File: config.mk
export PLATFORM = sky130hd
export DESIGN_NAME = flags_register_flat
export DESIGN_NICKNAME = d
export VERILOG_FILES = /design/src/rtl/flags_register_if.sv /design/src/rtl/flags_register.sv /design/src/flat_wrapper.sv
export SDC_FILE = /design/constraint.sdc
export NUM_CORES = 1
export LEC_CHECK = 0
export CORE_MARGIN = 4
export CORE_UTILIZATION = 40
export DETAILED_ROUTE_END_ITERATION = 10
export DONT_BUFFER_PORTS = 1
export PLACE_DENSITY = 0.53
export SYNTH_ARGS = -nofsm -noshare
export SYNTH_HDL_FRONTEND = slang
export SYNTH_SLANG_ARGS = --single-unit
File: constraint.sdc
create_clock -name CLKx4 -period 1.12 [get_ports CLKx4]
set_input_delay 0.112 -clock CLKx4 [delete_from_list [all_inputs] [get_ports CLKx4]]
set_output_delay 0.112 -clock CLKx4 [all_outputs]
set_load 0.05 [all_outputs]
File: src/rtl/flags_register_if.sv
// Bus between the ALU/sequencer side and the FLAGS register: ALU flag
// outputs, issue/class tagging, direct flag commands and the FLAGS readback.
interface flags_register_if;
    logic        aluIssue;
    logic [1:0]  aluClass;
    logic        aluOverflow;
    logic        aluNeg;
    logic        aluZero;
    logic        aluAux;
    logic        aluParity;
    logic        aluCarry;
    logic [3:0]  cmd;
    logic [15:0] dataIn;
    logic [15:0] flags;
    logic        carryOut;
    logic        carryHazard;
    logic        busy;

    modport master (
        output aluIssue, aluClass,
        output aluOverflow, aluNeg, aluZero, aluAux, aluParity, aluCarry,
        output cmd, dataIn,
        input  flags, carryOut, carryHazard, busy
    );

    modport slave (
        input  aluIssue, aluClass,
        input  aluOverflow, aluNeg, aluZero, aluAux, aluParity, aluCarry,
        input  cmd, dataIn,
        output flags, carryOut, carryHazard, busy
    );
endinterface

File: src/rtl/flags_register.sv
// 8088 FLAGS register: delayed ALU flag writeback merged by op class, with
// direct flag commands layered on top and CF forwarded back to the ALU.
module flags_register #(
    parameter int          ALU_FLAG_DELAY = 2,
    parameter logic [15:0] RESET_FLAGS    = 16'hF002
) (
    input logic             CLKx4,
    input logic             RESETn,
    flags_register_if.slave bus
);
    localparam int B_CF = 0;
    localparam int B_PF = 2;
    localparam int B_AF = 4;
    localparam int B_ZF = 6;
    localparam int B_SF = 7;
    localparam int B_TF = 8;
    localparam int B_IF = 9;
    localparam int B_DF = 10;
    localparam int B_OF = 11;

    localparam logic [15:0] FIXED_ONES = 16'hF002;
    localparam logic [15:0] WRITABLE   = 16'h0FD5;
    localparam logic [15:0] SAHF_BITS  = 16'h00D5;

    localparam logic [1:0] CLS_NONE  = 2'b00;
    localparam logic [1:0] CLS_ARITH = 2'b01;
    localparam logic [1:0] CLS_NOCF  = 2'b10;
    localparam logic [1:0] CLS_CFOF  = 2'b11;

    typedef enum logic [3:0] {
        CMD_NOP      = 4'd0,
        CMD_CLC      = 4'd1,
        CMD_STC      = 4'd2,
        CMD_CMC      = 4'd3,
        CMD_CLI      = 4'd4,
        CMD_STI      = 4'd5,
        CMD_CLD      = 4'd6,
        CMD_STD      = 4'd7,
        CMD_POPF     = 4'd8,
        CMD_SAHF     = 4'd9,
        CMD_INTENTRY = 4'd10
    } cmd_e;

    logic [15:0]                      flags_q;
    logic [ALU_FLAG_DELAY:1]          vld_pipe;
    logic [ALU_FLAG_DELAY:1][1:0]     cls_pipe;

    logic        wb_vld;
    logic [1:0]  wb_cls;
    logic [15:0] wb_mask;
    logic [15:0] alu_word;
    logic [15:0] merged;
    logic [15:0] nxt;
    logic        carry_fwd;

    assign wb_vld = vld_pipe[ALU_FLAG_DELAY];
    assign wb_cls = cls_pipe[ALU_FLAG_DELAY];

    always_comb begin
        alu_word       = '0;
        alu_word[B_CF] = bus.aluCarry;
        alu_word[B_PF] = bus.aluParity;
        alu_word[B_AF] = bus.aluAux;
        alu_word[B_ZF] = bus.aluZero;
        alu_word[B_SF] = bus.aluNeg;
        alu_word[B_OF] = bus.aluOverflow;
    end

    // Which flag bits the retiring op owns; an empty or class-00 slot owns none.
    always_comb begin
        wb_mask = '0;
        if (wb_vld) begin
            case (wb_cls)
                CLS_ARITH: wb_mask = 16'h08D5;
                CLS_NOCF:  wb_mask = 16'h08D4;
                CLS_CFOF:  wb_mask = 16'h0801;
                default:   wb_mask = '0;
            endcase
        end
    end

    assign merged    = (flags_q & ~wb_mask) | (alu_word & wb_mask);
    assign carry_fwd = wb_mask[B_CF] ? bus.aluCarry : flags_q[B_CF];

    // Commands are applied on top of the merged writeback so they win per bit.
    always_comb begin
        nxt = merged;
        case (cmd_e'(bus.cmd))
            CMD_CLC:      nxt[B_CF] = 1'b0;
            CMD_STC:      nxt[B_CF] = 1'b1;
            CMD_CMC:      nxt[B_CF] = ~carry_fwd;
            CMD_CLI:      nxt[B_IF] = 1'b0;
            CMD_STI:      nxt[B_IF] = 1'b1;
            CMD_CLD:      nxt[B_DF] = 1'b0;
            CMD_STD:      nxt[B_DF] = 1'b1;
            CMD_POPF:     nxt = bus.dataIn;
            CMD_SAHF:     nxt = (merged & ~SAHF_BITS) | ({8'h00, bus.dataIn[7:0]} & SAHF_BITS);
            CMD_INTENTRY: begin
                nxt[B_IF] = 1'b0;
                nxt[B_TF] = 1'b0;
            end
            default:      nxt = merged;
        endcase
    end

    always_ff @(posedge CLKx4) begin
        if (!RESETn) begin
            flags_q  <= (RESET_FLAGS & WRITABLE) | FIXED_ONES;
            vld_pipe <= '0;
            cls_pipe <= '0;
        end else begin
            flags_q     <= (nxt & WRITABLE) | FIXED_ONES;
            vld_pipe[1] <= bus.aluIssue;
            cls_pipe[1] <= bus.aluIssue ? bus.aluClass : CLS_NONE;
            for (int i = 2; i <= ALU_FLAG_DELAY; i++) begin
                vld_pipe[i] <= vld_pipe[i-1];
                cls_pipe[i] <= cls_pipe[i-1];
            end
        end
    end

    assign bus.flags       = flags_q;
    assign bus.carryOut    = carry_fwd;
    assign bus.carryHazard = vld_pipe[1] & ((cls_pipe[1] == CLS_ARITH) | (cls_pipe[1] == CLS_CFOF));
    assign bus.busy        = |vld_pipe;
endmodule
File: src/flat_wrapper.sv
// flat-port wrapper written by rule: the top's interface ports become plain ports
module flags_register_flat 
#(
    parameter int          ALU_FLAG_DELAY = 2,
    parameter logic [15:0] RESET_FLAGS    = 16'hF002
)
  (CLKx4, RESETn, bus_aluIssue, bus_aluClass, bus_aluOverflow, bus_aluNeg, bus_aluZero, bus_aluAux, bus_aluParity, bus_aluCarry, bus_cmd, bus_dataIn, bus_flags, bus_carryOut, bus_carryHazard, bus_busy);
  flags_register_if bus_i ();
  input logic CLKx4;
  input logic RESETn;
  input wire logic [$bits(bus_i.aluIssue)-1:0] bus_aluIssue;
  input wire logic [$bits(bus_i.aluClass)-1:0] bus_aluClass;
  input wire logic [$bits(bus_i.aluOverflow)-1:0] bus_aluOverflow;
  input wire logic [$bits(bus_i.aluNeg)-1:0] bus_aluNeg;
  input wire logic [$bits(bus_i.aluZero)-1:0] bus_aluZero;
  input wire logic [$bits(bus_i.aluAux)-1:0] bus_aluAux;
  input wire logic [$bits(bus_i.aluParity)-1:0] bus_aluParity;
  input wire logic [$bits(bus_i.aluCarry)-1:0] bus_aluCarry;
  input wire logic [$bits(bus_i.cmd)-1:0] bus_cmd;
  input wire logic [$bits(bus_i.dataIn)-1:0] bus_dataIn;
  output wire logic [$bits(bus_i.flags)-1:0] bus_flags;
  output wire logic [$bits(bus_i.carryOut)-1:0] bus_carryOut;
  output wire logic [$bits(bus_i.carryHazard)-1:0] bus_carryHazard;
  output wire logic [$bits(bus_i.busy)-1:0] bus_busy;
  assign bus_i.aluIssue = bus_aluIssue;
  assign bus_i.aluClass = bus_aluClass;
  assign bus_i.aluOverflow = bus_aluOverflow;
  assign bus_i.aluNeg = bus_aluNeg;
  assign bus_i.aluZero = bus_aluZero;
  assign bus_i.aluAux = bus_aluAux;
  assign bus_i.aluParity = bus_aluParity;
  assign bus_i.aluCarry = bus_aluCarry;
  assign bus_i.cmd = bus_cmd;
  assign bus_i.dataIn = bus_dataIn;
  assign bus_flags = bus_i.flags;
  assign bus_carryOut = bus_i.carryOut;
  assign bus_carryHazard = bus_i.carryHazard;
  assign bus_busy = bus_i.busy;
  flags_register #(.ALU_FLAG_DELAY(ALU_FLAG_DELAY), .RESET_FLAGS(RESET_FLAGS)) u_core (.CLKx4(CLKx4), .RESETn(RESETn), .bus(bus_i));
endmodule
## Word level (Yosys, flattened, before mapping)

Index checks and enable logic that the tools add are counted.

- $add $sub $neg: 0
- Multipliers: 0
- Div/mod/pow operators: 0
- $lt $le $gt $ge: 0
- Equal/unequal tests: 15
- Shift-type cells: 0
- Multiplexer cells: 9
- Bitwise gates (word level): 8
- Reductions and logical operators: 3

Operator list:

| cell | number |
|---|---|
| $pmux 12 s3 | 1 |
| $and 12x12->12 | 2 |
| $eq 4x3->1 const B | 4 |
| $pmux 7 s2 | 1 |
| $eq 4x4->1 const B | 3 |
| $mux 12 | 1 |
| $not 12->12 | 1 |
| $or 12x12->12 | 1 |
| $or 12x8->12 | 1 |
| $eq 4x2->1 const B | 2 |
| $pmux 1 s4 | 2 |
| $eq 2x2->1 const B | 3 |
| $pmux 1 s5 | 1 |
| $eq 2x1->1 const B | 2 |
| $eq 4x1->1 const B | 1 |
| $reduce_or 2->1 | 2 |
| $pmux 1 s3 | 1 |
| $pmux 1 s2 | 1 |
| $reduce_and 2->1 | 1 |
| $and 1x1->1 | 1 |
| $mux 1 | 1 |
| $not 1->1 | 1 |
| $or 1x1->1 | 1 |

- Flip-flop bits (word level): 19
- Bits in latches: 0
- Memory bits (writable): 0
- Memory bits (read-only): 0
- Input port bits: 31
- Output and inout port bits: 19
- Word-level logic and storage cells: 40
- Memories: 0

## Longest topological paths before layout

Gate-level depths: netlist of run 1.

- Depth after elaboration: 8
- Mapped depth: 5
- Mapped depth without buffers: 5

## Worst setup path before layout of run 1

No wires, ideal clock.

- Path kind: reg2reg
- Start point: register u_core.flags_q[0], in the netlist u_core.bus.flags[0]
- End point: register u_core.flags_q[0], in the netlist u_core.bus.flags[0]
- Library setup time: 145 ps
- Arrival: 1474 ps
- Data required time: 975 ps
- Path slack: -499 ps
- Cell stages (with the launch flop): 4
- Buffers on the path: 0
- Period minus slack after synthesis: 1619 ps
- Cells stage by stage: dfxtp_1 -> a21boi_0 -> or2_1 -> o221ai_1

- Longest elaborated chain between the ends: 3
- Elaborated cells on any way between the ends: 5
- Those cells by class: mux (2); bitwise (3)

RTL lines:

| element | RTL line | text |
|---|---|---|
| from (decl) | flags_register.sv:44 | `logic [15:0] flags_q;` |
| from (signal assigned) | flags_register.sv:108 | `flags_q <= (RESET_FLAGS & WRITABLE) \| FIXED_ONES;` |
| from (signal assigned) | flags_register.sv:112 | `flags_q <= (nxt & WRITABLE) \| FIXED_ONES;` |
| $mux 1 | flags_register.sv:83 | `assign carry_fwd = wb_mask[B_CF] ? bus.aluCarry : flags_q[B_CF];` |
| net bus_carryOut | flat_wrapper.sv:22 | `output wire logic [$bits(bus_i.carryOut)-1:0] bus_carryOut;` |
| $not 1->1 | flags_register.sv:91 | `CMD_CMC: nxt[B_CF] = ~carry_fwd;` |
| $pmux 1 s5 | flags_register.sv:88 | `case (cmd_e'(bus.cmd))` |

The timed path passes the listed nets, and every way through them passes these cells.
A chain may end at the register's enable or synchronous reset.

## Final worst setup path of run 1

- Start point: register u_core.cls_pipe, in the netlist u_core.wb_cls[0]
- End point: output bus_carryOut

- Longest elaborated chain between the ends: 4
- Elaborated cells on any way between the ends: 6
- Those cells by class: eq/ne (3); mux (3)

RTL lines:

| element | RTL line | text |
|---|---|---|
| from (decl) | flags_register.sv:46 | `logic [ALU_FLAG_DELAY:1][1:0] cls_pipe;` |
| from (signal, indexed assignment) | flags_register.sv:117 | `cls_pipe[i] <= cls_pipe[i-1];` |
| $eq 2x2->1 or $eq 2x1->1 (tied branches) | flags_register.sv:73 | `case (wb_cls)` |
| $pmux 12 s3 (*) | flags_register.sv:73 |  |
| $mux 12 (*) | flags_register.sv:72 | `if (wb_vld) begin` |
| $mux 1 (*) | flags_register.sv:83 |  |
| to (decl) | flat_wrapper.sv:22 |  |

Mark *: on every way between the ends. The rest lies on a longest branch, timed or not.

==> impl_results.md, run 1 <==
* Number of max-capacitance violations reported at 0
* Dominant combinational cell family by area after synthesis: simple AND/OR/NAND/NOR gates
* CP arrival at 1.26 ns
* Post-layout minimum cycle time at 1.37 ns
* # fillers at 163
* Most common cell after layout, fill and taps aside: sky130_fd_sc_hd__buf_4
* Synthesized area per cell at 8.70 um2
* I/O pin count at 50
* WP data required at 1.01 ns
* Clock edge transition at the registers on the reported setup and hold paths at 0.09 ns
* Parity-gate share of the synthesized area counting xor and xnor cells at 0%
* Total Nets Final at 148
* Total power per unit cell area at 1100 nW/um2
* CTS sink cnt at 15
* Number of nets still failing antenna checks after routing at 0
* Cell breakdown of the critical path: buf_6, and3_4, or2_4, buf_12
* Length in cells of the worst reg-to-reg path at 6
* Setup crit end kind: output pin
* Result of the run: finished, violations left
* Clock root buffer: sky130_fd_sc_hd__clkbuf_4
* PnR worst setup slack at -0.250 ns
* Weighted congestion reported at the end of routability-driven placement at 0.644
* Failing checks: negative setup slack
* CP Class: register to output pin
* Achievable frequency at 730 MHz
* Standard-cell rows at 15
* Startpoint class of the critical path: register
* Fraction of the yosys area taken by sequential cells at 37.5%
* Count of routing violations after the opening detailed-route iteration at 10
* DP HPWL at 1280 um
* Fraction of final layout cells sized beyond drive strength 1 at 36.5%
* Total length of routed wires at 2000 um
* Total number of yosys warnings at 0
* Average wire per cell in the routed design at 14.3 um
* Die height at 52.7 um
* Final core utilization at 61.5%
* Largest buffer count on any clock path at 2
* Worst Path Max Fanout at 2
* Die Area at 2780 um2
* Final setup violation count at 7
* Clock tree skew after final layout at 0.00109 ns
* Clock latency reported for the late side of the worst-skew pair at 0.28 ns
* All-Layer GR Usage at 14.9%
* Vias at 708
* Post-synth cell types at 36
* Maximum number of pins on one net before global-route repair at 13
* Area of the mapped netlist at 801 um2
* Final antenna diode count at 0
* Final Hold Violating Endpoints at 0
* #FFs+latches synth at 15
* Min-delay worst type: input pin to register
* Number of global-route vias before repair at 680
* Synthesized-area fraction occupied by adder cells at 1.56%
* Maximum cell stage delay along the critical path at 0.34 ns
* Die X-Extent at 52.7 um
* Crit-path slowest cell: sky130_fd_sc_hd__dfxtp_2
* Drt drc at 0
* TritonCTS clock tree: yes
* Unrepaired setup endpoints after global routing: yes
* Number of cells in the finished layout apart from fillers at 140
* TritonCTS buffer count at 3
* Port buffer count at 0
* Max Slew Vio Count at 0
* Area of the core region at 1800 um2
* Number of search-and-repair iterations in the first detailed-routing pass at 2
* Static Leak at 0.000469 uW
* Synthesized-area fraction occupied by ao, oa, aoi and oai cells at 14.8%
* Number of instances in the placed design at 123
* Peak supply drop at 765 uV
* Initial core utilization at 44.4%
* Final period utilization at 122%
* Vias per std cell at 5.06
* Instance count of the mapped netlist at 92
* H-tree depth reported by CTS at 1
* Simple-gate share of the synthesized area at 30.5%
* Top library cells by usage in the layout, fill and taps aside: sky130_fd_sc_hd__buf_4, sky130_fd_sc_hd__dfxtp_1, sky130_fd_sc_hd__dlygate4sd3_1
* Remaining global-route overflow at 0
* Syn-to-layout area delta at 38.3%
* Wire length of the first global-routing pass at 3050 um
* Portion of netlist area occupied by mux cells at 1.25%
* Antenna violations before repair at 0
* Hold Path Depth at 2
## stage by stage
stage	hold slack (ns)	total power, uW	setup TNS (ns)	area, um2	worst slack [ns]
5_1_grt	-0.0000663	1280	-1.10	1110	-0.292
6_report	0.0108	1220	-0.704	1110	-0.250
4_1_cts	0.00326	1220	-0.637	1070	-0.269
3_3_place_gp	0.239	866	-0.0742	893	-0.0346
3_5_place_dp	0.238	868	-0.148	893	-0.0717
2_1_floorplan	0.239	842	-0.0556	841	-0.0556
## critical path, delay by kind of cell (launching register included)
family	cells	cell delay, ns
DFF	1	0.34
and+or+nand+nor	2	0.38
buffers and inverters	2	0.26
## cells by family (layout without fill, tap and decap cells)
logic type / after synthesis / in the layout
mux: 1 / 1
buf+inv: 17 / 35
other cells: 2 / 7
simple gates: 41 / 41
fa+ha+maj: 1 / 1
flops: 15 / 15
compound gates: 15 / 15
## report_power, final
part           switching, uW  internal [uW]
logic                    210            126
clock network            178            132
registers               15.8            561
total                    404            819
## routing by layer
metal  up-vias  share of wire (%)  global-route usage [%]
li1        356                  -                       -
met1       325                 42                    18.6
met2        25                 49                    24.8
met3         2                7.3                    2.85
met4         0               0.65                    6.38
met5         -                  0                       0
## worst paths after layout
kind / slack [ns] / end / from
worst max register to register: -0.10 / register / u_core.wb_cls[0]
worst min register to register: 0.45 / u_core.wb_cls[1] / u_core.cls_pipe[1]
worst max-delay path: -0.25 / bus_carryOut / u_core.wb_cls[0]
worst min-delay path: 0.01 / u_core.bus.flags[8] / bus_cmd[1]
## cells in the mapped netlist (all sizes together)
master,count,area (um2)
a31oi,2,12.5
nor3b,2,15.0
o21ai,1,5.00
clkbuf,2,8.75
and3b,2,20.0
a21boi,1,7.51
o221ai,2,17.5
or2,2,12.5
or3b,1,8.76
nor3,1,5.00
a21oi,2,10.0
or4b,1,13.8
nor2b,1,6.26
nand2b,2,12.5
dfxtp,15,300
mux2i,1,10.0
buf,10,80.1
and3,3,18.8
nor2,6,22.5
ha,1,12.5
inv,5,18.8
a21o,1,8.76
a211oi,1,12.5
and2,5,31.3
nand2,6,22.5
conb,2,7.51
or3,1,6.26
nand3,4,20.0
o211a,1,10.0
nand3b,3,22.5
a311oi,4,35.0
nand4,1,6.26
## layout make-up
type | instances | area, um2 | share of cell area, %
repair buffers | 26 | 239 | 21.6
well taps | 25 | 31.3 | 2.82
clock inverters | 1 | 5.00 | 0.452
multi-input cells | 65 | 484 | 43.7
flip-flops and latches | 15 | 307 | 27.7
inverters | 5 | 18.8 | 1.69
clock buffers | 3 | 22.5 | 2.03
## repair_timing
action | CTS | global route
buffers inserted | 1 | 1
endpoints found under the setup margin | 7 | 7
gates cloned | 0 | 0
pin swaps | 5 | 6
gates resized for setup | 10 | 6
endpoints found under the hold margin | 12 | 0
hold buffers | 11 | 0
(Power assumes the default switching activity.)
==> run 2: changes to the inputs <==
--- a/config.mk
+++ b/config.mk
@@ -13,3 +13,4 @@
 export SYNTH_ARGS = -nofsm -noshare
 export SYNTH_HDL_FRONTEND = slang
 export SYNTH_SLANG_ARGS = --single-unit
+export TNS_END_PERCENT = 30
==> run 2 against run 1 <==
The run still ends with negative setup slack left; sequential power about the same; first-iteration DRC count fell by 20%; worst setup slack gained 0.0016 ns; design area decreased by 0.90%; die area is the same; power down 0.56%; combinational power down 1%; global-route usage decreased by 0.24 points; clock skew down 0.00080 ns; count of clock-buffer cells in the layout did not move; critical path type unchanged; critical endpoint unchanged.
==> impl_results.md, run 2 (synthesis results as in run 1) <==
* Result of the run: finished, violations left
* Failing checks: negative setup slack
* Met1 routed wirelength after detailed routing at 820 um (-3.4%)
* Count of routing violations after the opening detailed-route iteration at 8 (-2)
* I/O pin count at 50 (unchanged)
* Die height at 52.7 um (unchanged)
* TritonCTS buffer count at 3 (unchanged)
* TritonCTS clock tree: yes
* Final core utilization at 60.9% (-0.56 points)
* Reported net switching power at 401 uW (-0.83%)
* Static Leak at 0.000465 uW (-0.97%)
* Final Hold Violating Endpoints at 0 (unchanged)
* Startpoint of the most critical hold path: bus_cmd[1]
* Cell breakdown of the critical path: buf_6, and3_4, or2_4, buf_12
* Unrepaired setup endpoints after global routing: yes
* Total Nets Final at 147 (-0.68%)
* Final period utilization at 122% (-0.14 points)
* Number of nets still failing antenna checks after routing at 0 (unchanged)
* PnR worst setup slack at -0.249 ns (+0.00158 ns)
* Max Slew Vio Count at 0 (unchanged)
* Highest routing layer actually used: met4
* Peak supply drop at 762 uV (-0.38%)
* Internal power at 815 uW (-0.43%)
* Post-layout minimum cycle time at 1.37 ns (-0.00158 ns)
* Remaining global-route overflow at 0 (unchanged)
* Number of max-capacitance violations reported at 0 (unchanged)
* Clock edge transition at the registers on the reported setup and hold paths at 0.09 ns (about the same)
* Worst Path Max Fanout at 2 (unchanged)
* Length in cells of the worst reg-to-reg path at 6 (unchanged)
* DP HPWL at 1280 um (unchanged)
* Relative contribution of combinational cells to total power at 27.3% (-0.2 points)
* Final setup violation count at 7 (unchanged)
* Met3 routed WL at 175 um (+20%)
* Routed met2 length at 941 um (-4.9%)
* Die X-Extent at 52.7 um (unchanged)
* Number of search-and-repair iterations in the first detailed-routing pass at 4 (+2)
* Antenna violations before repair at 0 (unchanged)
* Combined buffer and inverter count along the critical path at 2 (unchanged)
* Maximum number of pins on one net before global-route repair at 13 (unchanged)
* Setup crit end kind: output pin
* Maximum cell stage delay along the critical path at 0.34 ns (about the same)
* Achievable frequency at 731 MHz (+0.12%)
* Drt drc at 0 (unchanged)
* Wire length of the first global-routing pass at 3010 um (-1.3%)
* Final antenna diode count at 0 (unchanged)
* Worst path top cell family by delay: simple AND/OR/NAND/NOR gates
* Most common cell after layout, fill and taps aside: sky130_fd_sc_hd__buf_4
* Startpoint class of the critical path: register
* WP data required at 1.01 ns (about the same)
* Number of global-route vias before repair at 671 (-1.3%)
* Fraction of final layout cells sized beyond drive strength 1 at 36.0% (-0.56 points)
* All-Layer GR Usage at 14.7% (-0.24 points)
* Total length of routed wires at 1950 um (-2.5%)
* Endpoint with the worst hold slack: u_core.bus.flags[8]
* Top library cells by usage in the layout, fill and taps aside: sky130_fd_sc_hd__buf_4, sky130_fd_sc_hd__dfxtp_1, sky130_fd_sc_hd__dlygate4sd3_1
* Weighted congestion reported at the end of routability-driven placement at 0.644 (unchanged)
* Launch instance of the worst register-to-register path: u_core.wb_cls[0]
* Syn-to-layout area delta at 37.0%
* Area of the core region at 1800 um2 (unchanged)
* Hold Path Depth at 2 (unchanged)
* CTS sink cnt at 15 (unchanged)
* Clock tree skew after final layout at 0.000291 ns (-0.000799 ns)
* Switching part of the total at 32.9% (-0.087 points)
* Die Area at 2780 um2 (unchanged)
* CP arrival at 1.26 ns (about the same)
* Largest buffer count on any clock path at 2 (unchanged)
* H-tree depth reported by CTS at 1 (unchanged)
* Standard-cell rows at 15 (unchanged)
* Average wire per cell in the routed design at 14.0 um (-1.8%)
* Crit-path slowest cell: sky130_fd_sc_hd__dfxtp_2
* Power share of the clock group at 25.3% (about the same)
* CP Class: register to output pin
* Vias at 704 (-0.56%)
* Worst-case register-to-register setup slack at -0.12 ns (-0.02 ns)
* Port buffer count at 0 (unchanged)
* Power share of the sequential group at 47.4% (+0.3 points)
* Clock root buffer: sky130_fd_sc_hd__clkbuf_4
* Vias per std cell at 5.06 (+0.15%)
* Initial core utilization at 44.4% (unchanged)
* Total negative setup slack at -0.759 ns (-0.0552 ns)
* Min-delay worst type: input pin to register
* Clock latency reported for the late side of the worst-skew pair at 0.28 ns (about the same)
* Total power per unit cell area at 1110 nW/um2 (+0.34%)
## run 2: cell types whose count changed in the layout (fill, tap and decap cells not counted), sizes merged
cell         change
dlygate4sd3      -1
## run 2: power groups by stage
stage	logic, uW	clock network [uW]	registers (uW)
6_report	332	308	576
5_1_grt	351	346	579
4_1_cts	322	317	575
3_5_place_dp	281	0	587
3_3_place_gp	281	0	585
2_1_floorplan	192	0	649
## run 2: per-stage QoR
step | hold WS, ns | total power (uW) | setup slack (ns) | instances | instance area (um2)
global route | 0.00608 | 1280 | -0.290 | 139 | 1100
floorplan | 0.239 | 842 | -0.0556 | 97 | 841
CTS | 0.000787 | 1210 | -0.269 | 138 | 1060
global placement | 0.239 | 866 | -0.0346 | 123 | 893
finish | 0.0115 | 1220 | -0.249 | 139 | 1100
detailed placement | 0.238 | 868 | -0.0717 | 123 | 893
## run 2: worst reg2reg max path, cell delays in order (launching register included)
cell                       delay, ns
sky130_fd_sc_hd__dfxtp_2        0.35
sky130_fd_sc_hd__buf_4          0.11
sky130_fd_sc_hd__inv_2          0.03
sky130_fd_sc_hd__ha_4           0.26
sky130_fd_sc_hd__nand2_4        0.09
sky130_fd_sc_hd__nand2_1        0.07
sky130_fd_sc_hd__a311oi_2       0.25
## run 2: timing repair
item,in CTS,in global routing
pin swaps,4,4
setup endpoints to repair,7,7
endpoints found under the hold margin,12,0
cloned,0,0
hold buffers,10,0
setup buffers,1,1
gates resized for setup,9,6
## run 2: worst max path at each step
stage                          endpoint  cells past startpoint               start
detailed placement             register                      5    u_core.wb_cls[0]
CTS                        bus_carryOut                      4    u_core.wb_cls[0]
finish                     bus_carryOut                      4    u_core.wb_cls[0]
global route               bus_carryOut                      4    u_core.wb_cls[0]
floorplan           u_core.bus.flags[0]                      4  u_core.vld_pipe[2]
global placement               register                      5    u_core.wb_cls[0]
## run 2: cell type report
cell class	instances	area (um2)
fillers	163	704
clock buffers	3	22.5
multi-input cells	65	484
repair buffers	25	229
inverters	5	18.8
flip-flops and latches	15	307
well taps	25	31.3
clock inverters	1	5.00
## run 2: layer usage
metal  vias to the layer above  global-route usage, %
met5                         -                      0
met4                         0                   6.38
met3                         2                   3.13
met2                        26                   24.0
met1                       322                   18.4
li1                        354                      -
